File: src/rtl/latency_stats.sv
// Two-stage latency statistics collector: last/min/max/sum/count/EMA plus
// limit-violation and reject bookkeeping, one sample per cycle.
module latency_stats #(
  parameter int SUM_W     = 48,
  parameter int CNT_W     = 32,
  parameter int EMA_SHIFT = 3
) (
  input  logic             i_clk,
  input  logic             i_rst_n,
  input  logic             i_clear,
  input  logic             i_sample_valid,
  input  logic [31:0]      i_sample,
  input  logic [31:0]      i_limit,
  output logic             o_update,
  output logic             o_stats_valid,
  output logic [31:0]      o_last_latency,
  output logic [31:0]      o_min_latency,
  output logic [31:0]      o_max_latency,
  output logic [31:0]      o_avg_latency,
  output logic [SUM_W-1:0] o_sum_latency,
  output logic [CNT_W-1:0] o_sample_count,
  output logic [15:0]      o_reject_count,
  output logic             o_violation,
  output logic [CNT_W-1:0] o_violation_count
);

  typedef enum logic {
    ST_EMPTY  = 1'b0,
    ST_ACTIVE = 1'b1
  } state_t;

  // Stage 1 registers
  logic        r_s1_valid;
  logic [31:0] r_s1_sample;
  logic        r_s1_accept;
  logic        r_s1_viol;

  // Stage 2 registers
  state_t           r_state;
  state_t           w_state_next;
  logic             r_update;
  logic [31:0]      r_last;
  logic [31:0]      r_min;
  logic [31:0]      r_max;
  logic [31:0]      r_avg;
  logic [SUM_W-1:0] r_sum;
  logic [CNT_W-1:0] r_cnt;
  logic [15:0]      r_rej;
  logic             r_viol;
  logic [CNT_W-1:0] r_viol_cnt;

  logic w_accept;
  logic w_viol;
  logic w_acc;
  logic w_rej;
  logic w_first;

  logic signed [32:0] w_diff;
  logic signed [32:0] w_step;
  logic signed [32:0] w_avg_sum;
  logic [31:0]        w_avg_next;

  logic [SUM_W:0]   w_sum_ext;
  logic [SUM_W-1:0] w_sum_next;
  logic [CNT_W-1:0] w_cnt_next;
  logic [CNT_W-1:0] w_viol_cnt_next;
  logic [15:0]      w_rej_next;
  logic [31:0]      w_min_next;
  logic [31:0]      w_max_next;

  // Sample is a signed int; the limit check reuses its raw bits as unsigned.
  assign w_accept = ($signed(i_sample) > 32'sd0);
  assign w_viol   = w_accept && (i_limit != 32'd0) && (i_sample > i_limit);

  always_ff @(posedge i_clk or negedge i_rst_n) begin
    if (!i_rst_n) begin
      r_s1_valid  <= 1'b0;
      r_s1_sample <= 32'd0;
      r_s1_accept <= 1'b0;
      r_s1_viol   <= 1'b0;
    end else if (i_clear) begin
      r_s1_valid  <= 1'b0;
      r_s1_sample <= 32'd0;
      r_s1_accept <= 1'b0;
      r_s1_viol   <= 1'b0;
    end else begin
      r_s1_valid  <= i_sample_valid;
      r_s1_sample <= i_sample;
      r_s1_accept <= w_accept;
      r_s1_viol   <= w_viol;
    end
  end

  assign w_acc   = r_s1_valid && r_s1_accept;
  assign w_rej   = r_s1_valid && !r_s1_accept;
  assign w_first = w_acc && (r_state == ST_EMPTY);

  always_ff @(posedge i_clk or negedge i_rst_n) begin
    if (!i_rst_n) begin
      r_state <= ST_EMPTY;
    end else begin
      r_state <= w_state_next;
    end
  end

  always_comb begin
    w_state_next = r_state;
    if (i_clear) begin
      w_state_next = ST_EMPTY;
    end else if (w_acc) begin
      w_state_next = ST_ACTIVE;
    end
  end

  // EMA step in 33 bits; the arithmetic shift floors toward -inf, which keeps
  // the average inside [min, max] for both rising and falling inputs.
  always_comb begin
    w_diff     = $signed({r_s1_sample[31], r_s1_sample}) - $signed({r_avg[31], r_avg});
    w_step     = w_diff >>> EMA_SHIFT;
    w_avg_sum  = $signed({r_avg[31], r_avg}) + w_step;
    w_avg_next = w_avg_sum[31:0];
  end

  always_comb begin
    w_sum_ext       = {1'b0, r_sum} + {{(SUM_W + 1 - 32){1'b0}}, r_s1_sample};
    w_sum_next      = w_sum_ext[SUM_W] ? {SUM_W{1'b1}} : w_sum_ext[SUM_W-1:0];
    w_cnt_next      = (r_cnt == {CNT_W{1'b1}}) ? r_cnt : r_cnt + CNT_W'(1);
    w_viol_cnt_next = (r_viol_cnt == {CNT_W{1'b1}}) ? r_viol_cnt : r_viol_cnt + CNT_W'(1);
    w_rej_next      = (r_rej == 16'hFFFF) ? r_rej : r_rej + 16'd1;
    w_min_next      = (r_s1_sample < r_min) ? r_s1_sample : r_min;
    w_max_next      = (r_s1_sample > r_max) ? r_s1_sample : r_max;
  end

  always_ff @(posedge i_clk or negedge i_rst_n) begin
    if (!i_rst_n) begin
      r_update   <= 1'b0;
      r_last     <= 32'd0;
      r_min      <= 32'hFFFF_FFFF;
      r_max      <= 32'd0;
      r_avg      <= 32'd0;
      r_sum      <= '0;
      r_cnt      <= '0;
      r_rej      <= 16'd0;
      r_viol     <= 1'b0;
      r_viol_cnt <= '0;
    end else if (i_clear) begin
      r_update   <= 1'b0;
      r_last     <= 32'd0;
      r_min      <= 32'hFFFF_FFFF;
      r_max      <= 32'd0;
      r_avg      <= 32'd0;
      r_sum      <= '0;
      r_cnt      <= '0;
      r_rej      <= 16'd0;
      r_viol     <= 1'b0;
      r_viol_cnt <= '0;
    end else begin
      r_update <= w_acc;
      if (w_rej) begin
        r_rej <= w_rej_next;
      end
      if (w_first) begin
        r_last <= r_s1_sample;
        r_min  <= r_s1_sample;
        r_max  <= r_s1_sample;
        r_avg  <= r_s1_sample;
        r_sum  <= {{(SUM_W - 32){1'b0}}, r_s1_sample};
        r_cnt  <= CNT_W'(1);
      end else if (w_acc) begin
        r_last <= r_s1_sample;
        r_min  <= w_min_next;
        r_max  <= w_max_next;
        r_avg  <= w_avg_next;
        r_sum  <= w_sum_next;
        r_cnt  <= w_cnt_next;
      end
      if (w_acc && r_s1_viol) begin
        r_viol     <= 1'b1;
        r_viol_cnt <= w_viol_cnt_next;
      end
    end
  end

  assign o_update          = r_update;
  assign o_stats_valid     = (r_state == ST_ACTIVE);
  assign o_last_latency    = r_last;
  assign o_min_latency     = r_min;
  assign o_max_latency     = r_max;
  assign o_avg_latency     = r_avg;
  assign o_sum_latency     = r_sum;
  assign o_sample_count    = r_cnt;
  assign o_reject_count    = r_rej;
  assign o_violation       = r_viol;
  assign o_violation_count = r_viol_cnt;

endmodule

File: config.mk
export PLATFORM = sky130hd
export DESIGN_NAME = latency_stats
export DESIGN_NICKNAME = d
export VERILOG_FILES = /design/src/rtl/latency_stats.sv
export SDC_FILE = /design/constraint.sdc
export NUM_CORES = 1
export LEC_CHECK = 0
export CORE_MARGIN = 1.5
export CORE_UTILIZATION = 50
export CTS_CLUSTER_SIZE = 25
export DETAILED_ROUTE_END_ITERATION = 8
export PLACE_DENSITY = 0.78
export SYNTH_ARGS = -nofsm -noshare
export SYNTH_HDL_FRONTEND = slang
export SYNTH_SLANG_ARGS = --single-unit
export TNS_END_PERCENT = 30
File: constraint.sdc
create_clock -name i_clk -period 4.2 [get_ports i_clk]
set_input_delay 0.84 -clock i_clk [delete_from_list [all_inputs] [get_ports i_clk]]
set_output_delay 0.84 -clock i_clk [all_outputs]
set_load 0.01 [all_outputs]
==> impl_results.md, run 1 <==
* Status: complete, but fails checks
* Failing checks: negative setup slack
* Clock transition at the registers of the reported paths at 0.06 ns
* Ys flop type: dfrtp_1
* Global-route wire length before repair at about 110000 um
* Peak supply drop at 0.2538 mV
* Total GRT Usage at between 30 and 40%
* Clock root buffer: clkbuf_16
* Most used cell, CP: buf_4
* DRT Wirelength at 72300 um
* Critical-path top delay cell: dfrtp_1
* H-tree depth at 2
* #FFs+latches synth at 294
* Synth Area per Inst at about 8.5 um^2
* Startpoint Class: flip-flop
* Final Wtd Congestion at around 0.94
* Fmax at 231.8 MHz
* Final worst path period share at 102.7%
* Worst skew pair latency at 0.56 ns
* Post-route setup slack at -0.1138 ns
* Top-count cell post-synth: dfrtp_1
* Area contributors post-synth: dfrtp_1 32%, ha_1 12%, a21oi_1 5.7%
* Sequential fraction of the synthesis area at 36.28%
* # setup viols final at 3
* Slew @ Worst Pin at 1.286 ns
* Share of the synthesized area in the top cell type at ~32%
* Post-synthesis cell area at 20390 um^2
* CP required at between 4 and 5 ns
* I/O pins at approximately 330
* Clock buffer count from CTS at 36
* Async set-or-reset flop fraction in the synthesized netlist at 100.0%
* Type of the tightest min-delay check: input port to async pin
* Register area at 7397 um^2
* Worst stage delay on the critical path at 0.41 ns
* Max-slew headroom at 14.25%
* RSZ-0062 raised after global routing: true
* Area growth, synth to finish at 30.59%
* Final Hold Fails at 0
* GR Overflow Total at 0
* Effective utilization at floorplan at 50.96%
* Wire length per cell at between 20 and 25 um
* Area of the multi-input gates at 12380 um^2
* ANT cells at 0
* Row count at 73
* Final instance area at between 20000 and 30000 um^2
* Drt pass-1 iters at 5
* # Max-Cap Violations at 0
* DP HPWL at 53140 um
* Placed Area at 24850 um^2
* Setup crit end kind: flip-flop
* Final #Nets at 3052
* Post-synth EDFFs at 0
* Final std cells w/o fill at 3339
* CTS tree: built
* Hold-fix buffers at CTS at 0
* Initial antenna violation count at 2
* Core area at around 40000 um^2
* Synth top cells by count: 262 x dfrtp_1, 241 x nand2_1, 231 x a21oi_1
* Net Count, Synth at 2652
* Fill cells at between 3000 and 4000
* Yosys warning total at 0
* Min cycle time layout at 4.314 ns
* Layout cell share with drive strength beyond 1 at 10.91%
* Chip Height at roughly 200 um
* Maximum clock path buffer count at 3
* Die W at 204.9 um
* Crit-path cells: ha_4 -> a21o_1 -> nor2b_4 -> a221oi_4 -> buf_4 -> buf_4 -> buf_4 -> buf_4 -> nand2_1 -> a21oi_1 -> xnor2_1 -> ha_2 -> a211oi_1 -> nand2_1 -> o21bai_2 -> o211ai_1 -> a41oi_2 -> a21oi_2 -> buf_4 -> a211o_1
* Vias in the first global route at about 20000
* Largest net degree at the start of global routing at 107
* Pins Over Slew Limit at 0
* Power Density at roughly 300 nW/um^2
* Layout Utilization at 66.55%
* Leak at 11.97 nW
* CP Max Fanout at 6
* Placed Cells at around 3300
* Synth cell types at 80
* Port bufs at 326
* Via/cell ratio at 6.105
* Sink Count at 294
* Clk_skew at about 0.011 ns
* WP data arrival at 4.75 ns
* DIE AREA at 41990 um^2
* Cells after Synth at 2388
* Pre-CTS setup slack at -0.2317 ns
* Largest area contributor in the netlist: dfrtp_1
* Final hold slack at 0.3055 ns
* Routed via count at roughly 20000
* Remaining DRCs at 0
* CP Class: flip-flop to flip-flop
* Final antenna-violating net count at 0
* Initial detailed-routing violation count at 1678
[critical path, delay by kind of cell (launching register included)]
| kind | cells | cell delay, ns |
|---|---|---|
| adders and majority gates | 2 | 0.64 |
| AOI/OAI and AO/OA | 9 | 1.99 |
| buffers and inverters | 5 | 0.60 |
| xor gates and xnor gates | 1 | 0.21 |
| and+or+nand+nor | 3 | 0.34 |
| DFF | 1 | 0.41 |
[logic make-up (layout without fill, tap and decap cells)]
logic type | count (synthesis) | count (layout) | synth area share (%)
flip-flops | 294 | 294 | 36.28
multiplexers | 17 | 17 | 0.8346
XOR/XNOR | 128 | 128 | 5.499
buffers and inverters | 254 | 680 | 4.781
AO/OA/AOI/OAI | 662 | 662 | 20.93
adder cells (fa/ha/maj) | 196 | 196 | 12.10
AND/OR/NAND/NOR | 837 | 837 | 19.57
[power breakdown]
part	internal, mW	total [mW]	switching [mW]	leakage [nW]
logic	0.665	1.57	0.901	7.37
clock network	2.13	3.46	1.33	0.643
registers	2.89	2.95	0.0612	3.95
total	5.69	7.98	2.29	12.0
[path summary, 6_finish.rpt]
check,endpoint,cells past startpoint,slack [ns],start
min in group i_clk,o_sum_latency[17],2,0.50,o_sum_latency[17]
worst max-delay path,o_avg_latency[28],20,-0.11,r_s1_sample[4]
max in group asynchronous,o_min_latency[4],2,2.79,i_rst_n
worst min register to register,o_sum_latency[17],2,0.50,o_sum_latency[17]
worst max register to register,o_avg_latency[28],20,-0.11,r_s1_sample[4]
worst min-delay path,o_violation_count[11],1,0.31,i_rst_n
[what timing repair did]
item | CTS | global route
setup buffers | 13 | 8
gates resized for setup | 27 | 47
pin swaps | 34 | 29
endpoints found under the setup margin | 16 | 21
[registers in the layout (all words and copies together) (netlist names), 16 cells and up]
name / count
o_reject_count: 16
o_sample_count: 32
o_last_latency: 32
o_sum_latency: 48
o_avg_latency: 32
o_min_latency: 32
r_s1_sample: 32
o_max_latency: 32
o_violation_count: 32
[per-layer routing]
layer	track usage [%]	vias up	wire, um
met5	0	-	0
met4	13.03	0	2705
met3	7.127	149	6959
met2	53.22	965	32510
met1	45.92	9890	30120
li1	-	9379	-
[through the flow]
step	setup TNS, ns	power, mW
global route	-1.568	8.266
finish	-0.1579	7.982
global placement	-0.5920	4.386
CTS	-0.09141	7.930
floorplan	0	3.824
detailed placement	-1.600	4.420
[cells in the final DEF (no fill, tap or decap), drive strengths merged, types with 19 or more instances in the layout]
| cell | instances |
|---|---|
| dfrtp | 262 |
| xor2 | 67 |
| a211oi | 23 |
| clkdlybuf4s50 | 324 |
| a31oi | 19 |
| o31a | 35 |
| o21ai | 135 |
| and3 | 24 |
| nor3 | 95 |
| a21o | 58 |
| nor2b | 59 |
| xnor2 | 61 |
| a21oi | 233 |
| a22o | 32 |
| nor4 | 21 |
| nor2 | 202 |
| buf | 135 |
| nand3 | 73 |
| inv | 158 |
| nand4 | 49 |
| ha | 194 |
| clkbuf | 51 |
| nand2 | 241 |
| dfstp | 32 |
[layout make-up]
class / count / share of cell area (%)
Clock inverter: 13 / 0.9211
Sequential cell: 294 / 27.78
Multi-Input combinational cell: 1840 / 46.52
Timing Repair Buffer: 459 / 16.12
Tap cell: 525 / 2.467
Inverter: 157 / 2.214
Clock buffer: 51 / 3.971
Note: power is estimated with default switching activity, not from simulation.
==> inputs of run 2 (changes only) <==
--- a/config.mk
+++ b/config.mk
@@ -5,11 +5,12 @@
 export SDC_FILE = /design/constraint.sdc
 export NUM_CORES = 1
 export LEC_CHECK = 0
+export ABC_CLOCK_PERIOD_IN_PS = 4800
 export CORE_MARGIN = 1.5
-export CORE_UTILIZATION = 50
+export CORE_UTILIZATION = 55
 export CTS_CLUSTER_SIZE = 25
 export DETAILED_ROUTE_END_ITERATION = 8
-export PLACE_DENSITY = 0.78
+export PLACE_DENSITY = 0.82
 export SYNTH_ARGS = -nofsm -noshare
 export SYNTH_HDL_FRONTEND = slang
 export SYNTH_SLANG_ARGS = --single-unit
==> constraint.sdc (replaced) <==
create_clock -name i_clk -period 4.8 [get_ports i_clk]
set_input_delay 0.96 -clock i_clk [delete_from_list [all_inputs] [get_ports i_clk]]
set_output_delay 0.96 -clock i_clk [all_outputs]
set_load 0.01 [all_outputs]
==> run 2 against run 1 <==
Against the previous run:
- the run now ends clean
- sequential cell count stayed put
- first-iteration DRC count is 8.5% lower
- combinational power is 23% lower
- power is 16% lower
- clock power is 16% lower
- largest cell class unchanged
- largest power group unchanged
- highest routed layer unchanged
==> impl_results.md, run 2 (synthesis gave the netlist of run 1 again) <==
* Global-route wire length before repair at 107700 um (-2.5%)
* Total GRT Usage at 36.01% (+2.1 points)
* Logic pwr share at 18.0% (-1.6 points)
* Vias in the first global route at 19380 (-1.7%)
* CP Max Fanout at 6 (unchanged)
* WP depth at 23 (+15%)
* Max reg flops at 48 (unchanged)
* Type of the tightest min-delay check: input port to async pin
* Sequential power share at 38.6% (+1.6 points)
* Area growth, synth to finish at 25.92%
* Core area at 36520 um^2 (-8.7%)
* Sink Count at 294 (unchanged)
* Commonest non-fill, non-tap cell in the layout: clkdlybuf4s50_1
* Layout cell share with drive strength beyond 1 at 6.859% (-4.1 points)
* Die W at 195.5 um (-4.6%)
* DIE AREA at 38230 um^2 (-9.0%)
* # Max-Cap Violations at 0 (unchanged)
* Peak supply drop at 0.2167 mV (-15%)
* Sw Share at 28.54% (-0.15 points)
* Max-slew headroom at 27.30% (+13 points)
* Maximum clock path buffer count at 3 (unchanged)
* Net Sw Power at 1.916 mW (-16%)
* TNS Setup at 0 ns (+0.1579 ns)
* Final antenna-violating net count at 0 (unchanged)
* Final #Nets at 2978 (-2.4%)
* Remaining DRCs at 0 (unchanged)
* Clock root buffer: clkbuf_16
* Initial antenna violation count at 2 (unchanged)
* Final hold slack at 0.3973 ns (+0.09174 ns)
* ANT cells at 0 (unchanged)
* # setup viols final at 0 (-3)
* Initial detailed-routing violation count at 1536 (-8.5%)
* Power Density at 261.5 nW/um^2 (-13%)
* DRT Wirelength at 69450 um (-3.9%)
* Min cycle time layout at 4.617 ns (+0.3028 ns)
* I/O pins at 327 (unchanged)
* Commonest non-fill, non-tap cells in the layout: 324 x clkdlybuf4s50_1, 262 x dfrtp_1, 240 x nand2_1
* Largest net degree at the start of global routing at 111 (+3.7%)
* Internal Pwr Total at 4.796 mW (-16%)
* CP required at 5.25 ns (+0.61 ns)
* Clock share of power at 43.5% (about the same)
* Area of the multi-input gates at 12100 um^2 (-2.3%)
* Clock buffer count from CTS at 35 (-2.8%)
* Wire length per cell at 21.64 um (about the same)
* Critical-path top delay cell: ha_1
* Worst skew pair latency at 0.54 ns (-0.02 ns)
* Pins Over Slew Limit at 0 (unchanged)
* H-tree depth at 2 (unchanged)
* Effective utilization at floorplan at 55.82% (+4.9 points)
* Placed Cells at 3143 (-3.4%)
* Worst Path Buf+Inv at 3 (-2)
* Worst stage delay on the critical path at 0.40 ns (about the same)
* WP data arrival at 5.06 ns (+0.31 ns)
* Top delay family on crit path: compound AO/OA/AOI/OAI gates
* Slew @ Worst Pin at 1.081 ns (-0.2056 ns)
* Fmax at 216.6 MHz (-6.6%)
* Crit-path cells: inv_1 -> ha_1 -> a21o_1 -> nor2b_1 -> a221oi_2 -> buf_4 -> a211o_1 -> nand3b_1 -> buf_4 -> a21o_1 -> a21o_1 -> a21oi_1 -> xnor2_1 -> ha_1 -> nand3_1 -> nor3_2 -> nand2_1 -> o21ai_0 -> a211o_1 -> nand2_1 -> o31ai_2 -> nand4b_1 -> o211ai_1
* Clock transition at the registers of the reported paths at 0.06 ns (about the same)
* Port bufs at 326 (unchanged)
* CTS tree: built
* CP Class: flip-flop to flip-flop
* Via/cell ratio at 6.262 (+2.6%)
* DP HPWL at 51520 um (-3.1%)
* Leak at 11.53 nW (-3.7%)
* Status: finished clean
* Drt pass-1 iters at 6 (+1)
* Final worst path period share at 96.18% (-6.5 points)
* Hold-fix buffers at CTS at 0 (unchanged)
* Fill cells at 2840 (-12%)
* Register area at 7397 um^2 (unchanged)
* Setup crit end kind: flip-flop
* Final Wtd Congestion at 0.9582 (+2.1%)
* Most used cell, CP: a21o_1
* Startpoint Class: flip-flop
* FF-to-FF path depth at 23 (+15%)
* Row count at 70 (-4.1%)
* RSZ-0062 raised after global routing: true
* GR Overflow Total at 0 (unchanged)
* Final Hold Fails at 0 (unchanged)
* Clk_skew at 0.01591 ns (+0.005344 ns)
* Chip Height at 195.5 um (-4.6%)
* Routed via count at 20100 (-1.4%)
* Final std cells w/o fill at 3209 (-3.9%)
==> run 2: worst register-to-register path, stage by stage (launching register included) <==
cell	delay (ns)
dfrtp_1	0.37
inv_1	0.06
ha_1	0.31
a21o_1	0.19
nor2b_1	0.14
a221oi_2	0.30
buf_4	0.18
a211o_1	0.18
nand3b_1	0.11
buf_4	0.16
a21o_1	0.17
a21o_1	0.20
a21oi_1	0.18
xnor2_1	0.10
ha_1	0.40
nand3_1	0.12
nor3_2	0.19
nand2_1	0.10
o21ai_0	0.13
a211o_1	0.20
nand2_1	0.20
o31ai_2	0.28
nand4b_1	0.13
o211ai_1	0.13
==> run 2: layer usage <==
layer,track usage [%],up-vias,routed length [um]
met4,12.75,0,2535
met5,0,-,0
met1,48.00,9674,28080
li1,-,9207,-
met2,57.47,1061,31530
met3,8.325,154,7307
==> run 2: path summary, 6_finish.rpt <==
path	to	slack [ns]	from
worst max register to register	o_avg_latency[29]	0.18	o_avg_latency[4]
min in group i_clk	o_last_latency[29]	0.52	o_last_latency[29]
max in group asynchronous	o_avg_latency[7]	3.30	i_rst_n
worst min register to register	o_last_latency[29]	0.52	o_last_latency[29]
worst min-delay path	o_reject_count[3]	0.40	i_rst_n
worst max-delay path	o_avg_latency[29]	0.18	o_avg_latency[4]
==> run 2: per-stage QoR <==
| step | worst slack, ns | utilization (%) | total power, mW | cell area, um^2 |
|---|---|---|---|---|
| floorplan | 0.3155 | - | 3.341 | 20390 |
| global placement | 0.1711 | 66.66 | 3.773 | 24350 |
| detailed placement | 0.08762 | 66.66 | 3.802 | 24350 |
| CTS | 0.07696 | 70.11 | 6.702 | 25600 |
| global route | -0.03338 | 70.29 | 6.964 | 25670 |
| finish | 0.1834 | 70.29 | 6.712 | 25670 |
==> run 2: power by group through the flow <==
stage,combinational [mW],sequential (mW),clock [mW]
2_1_floorplan,0.704,2.64,0
3_3_place_gp,1.14,2.63,0
3_5_place_dp,1.17,2.63,0
4_1_cts,1.18,2.59,2.94
5_1_grt,1.32,2.59,3.05
6_report,1.21,2.59,2.92
==> run 2: final cells by class <==
| type | count | area share, % |
|---|---|---|
| clock buffer | 49 | 4.011 |
| clock inverter | 15 | 0.8919 |
| multi-input combinational | 1840 | 47.13 |
| timing repair buffer | 386 | 14.57 |
| sequential | 294 | 28.81 |
| tap | 468 | 2.281 |
| inverter | 157 | 2.296 |
==> run 2: what timing repair did <==
item                       in CTS  in global routing
setup endpoints to repair       0                 12
buffers inserted                0                  2
resized for setup               0                 13
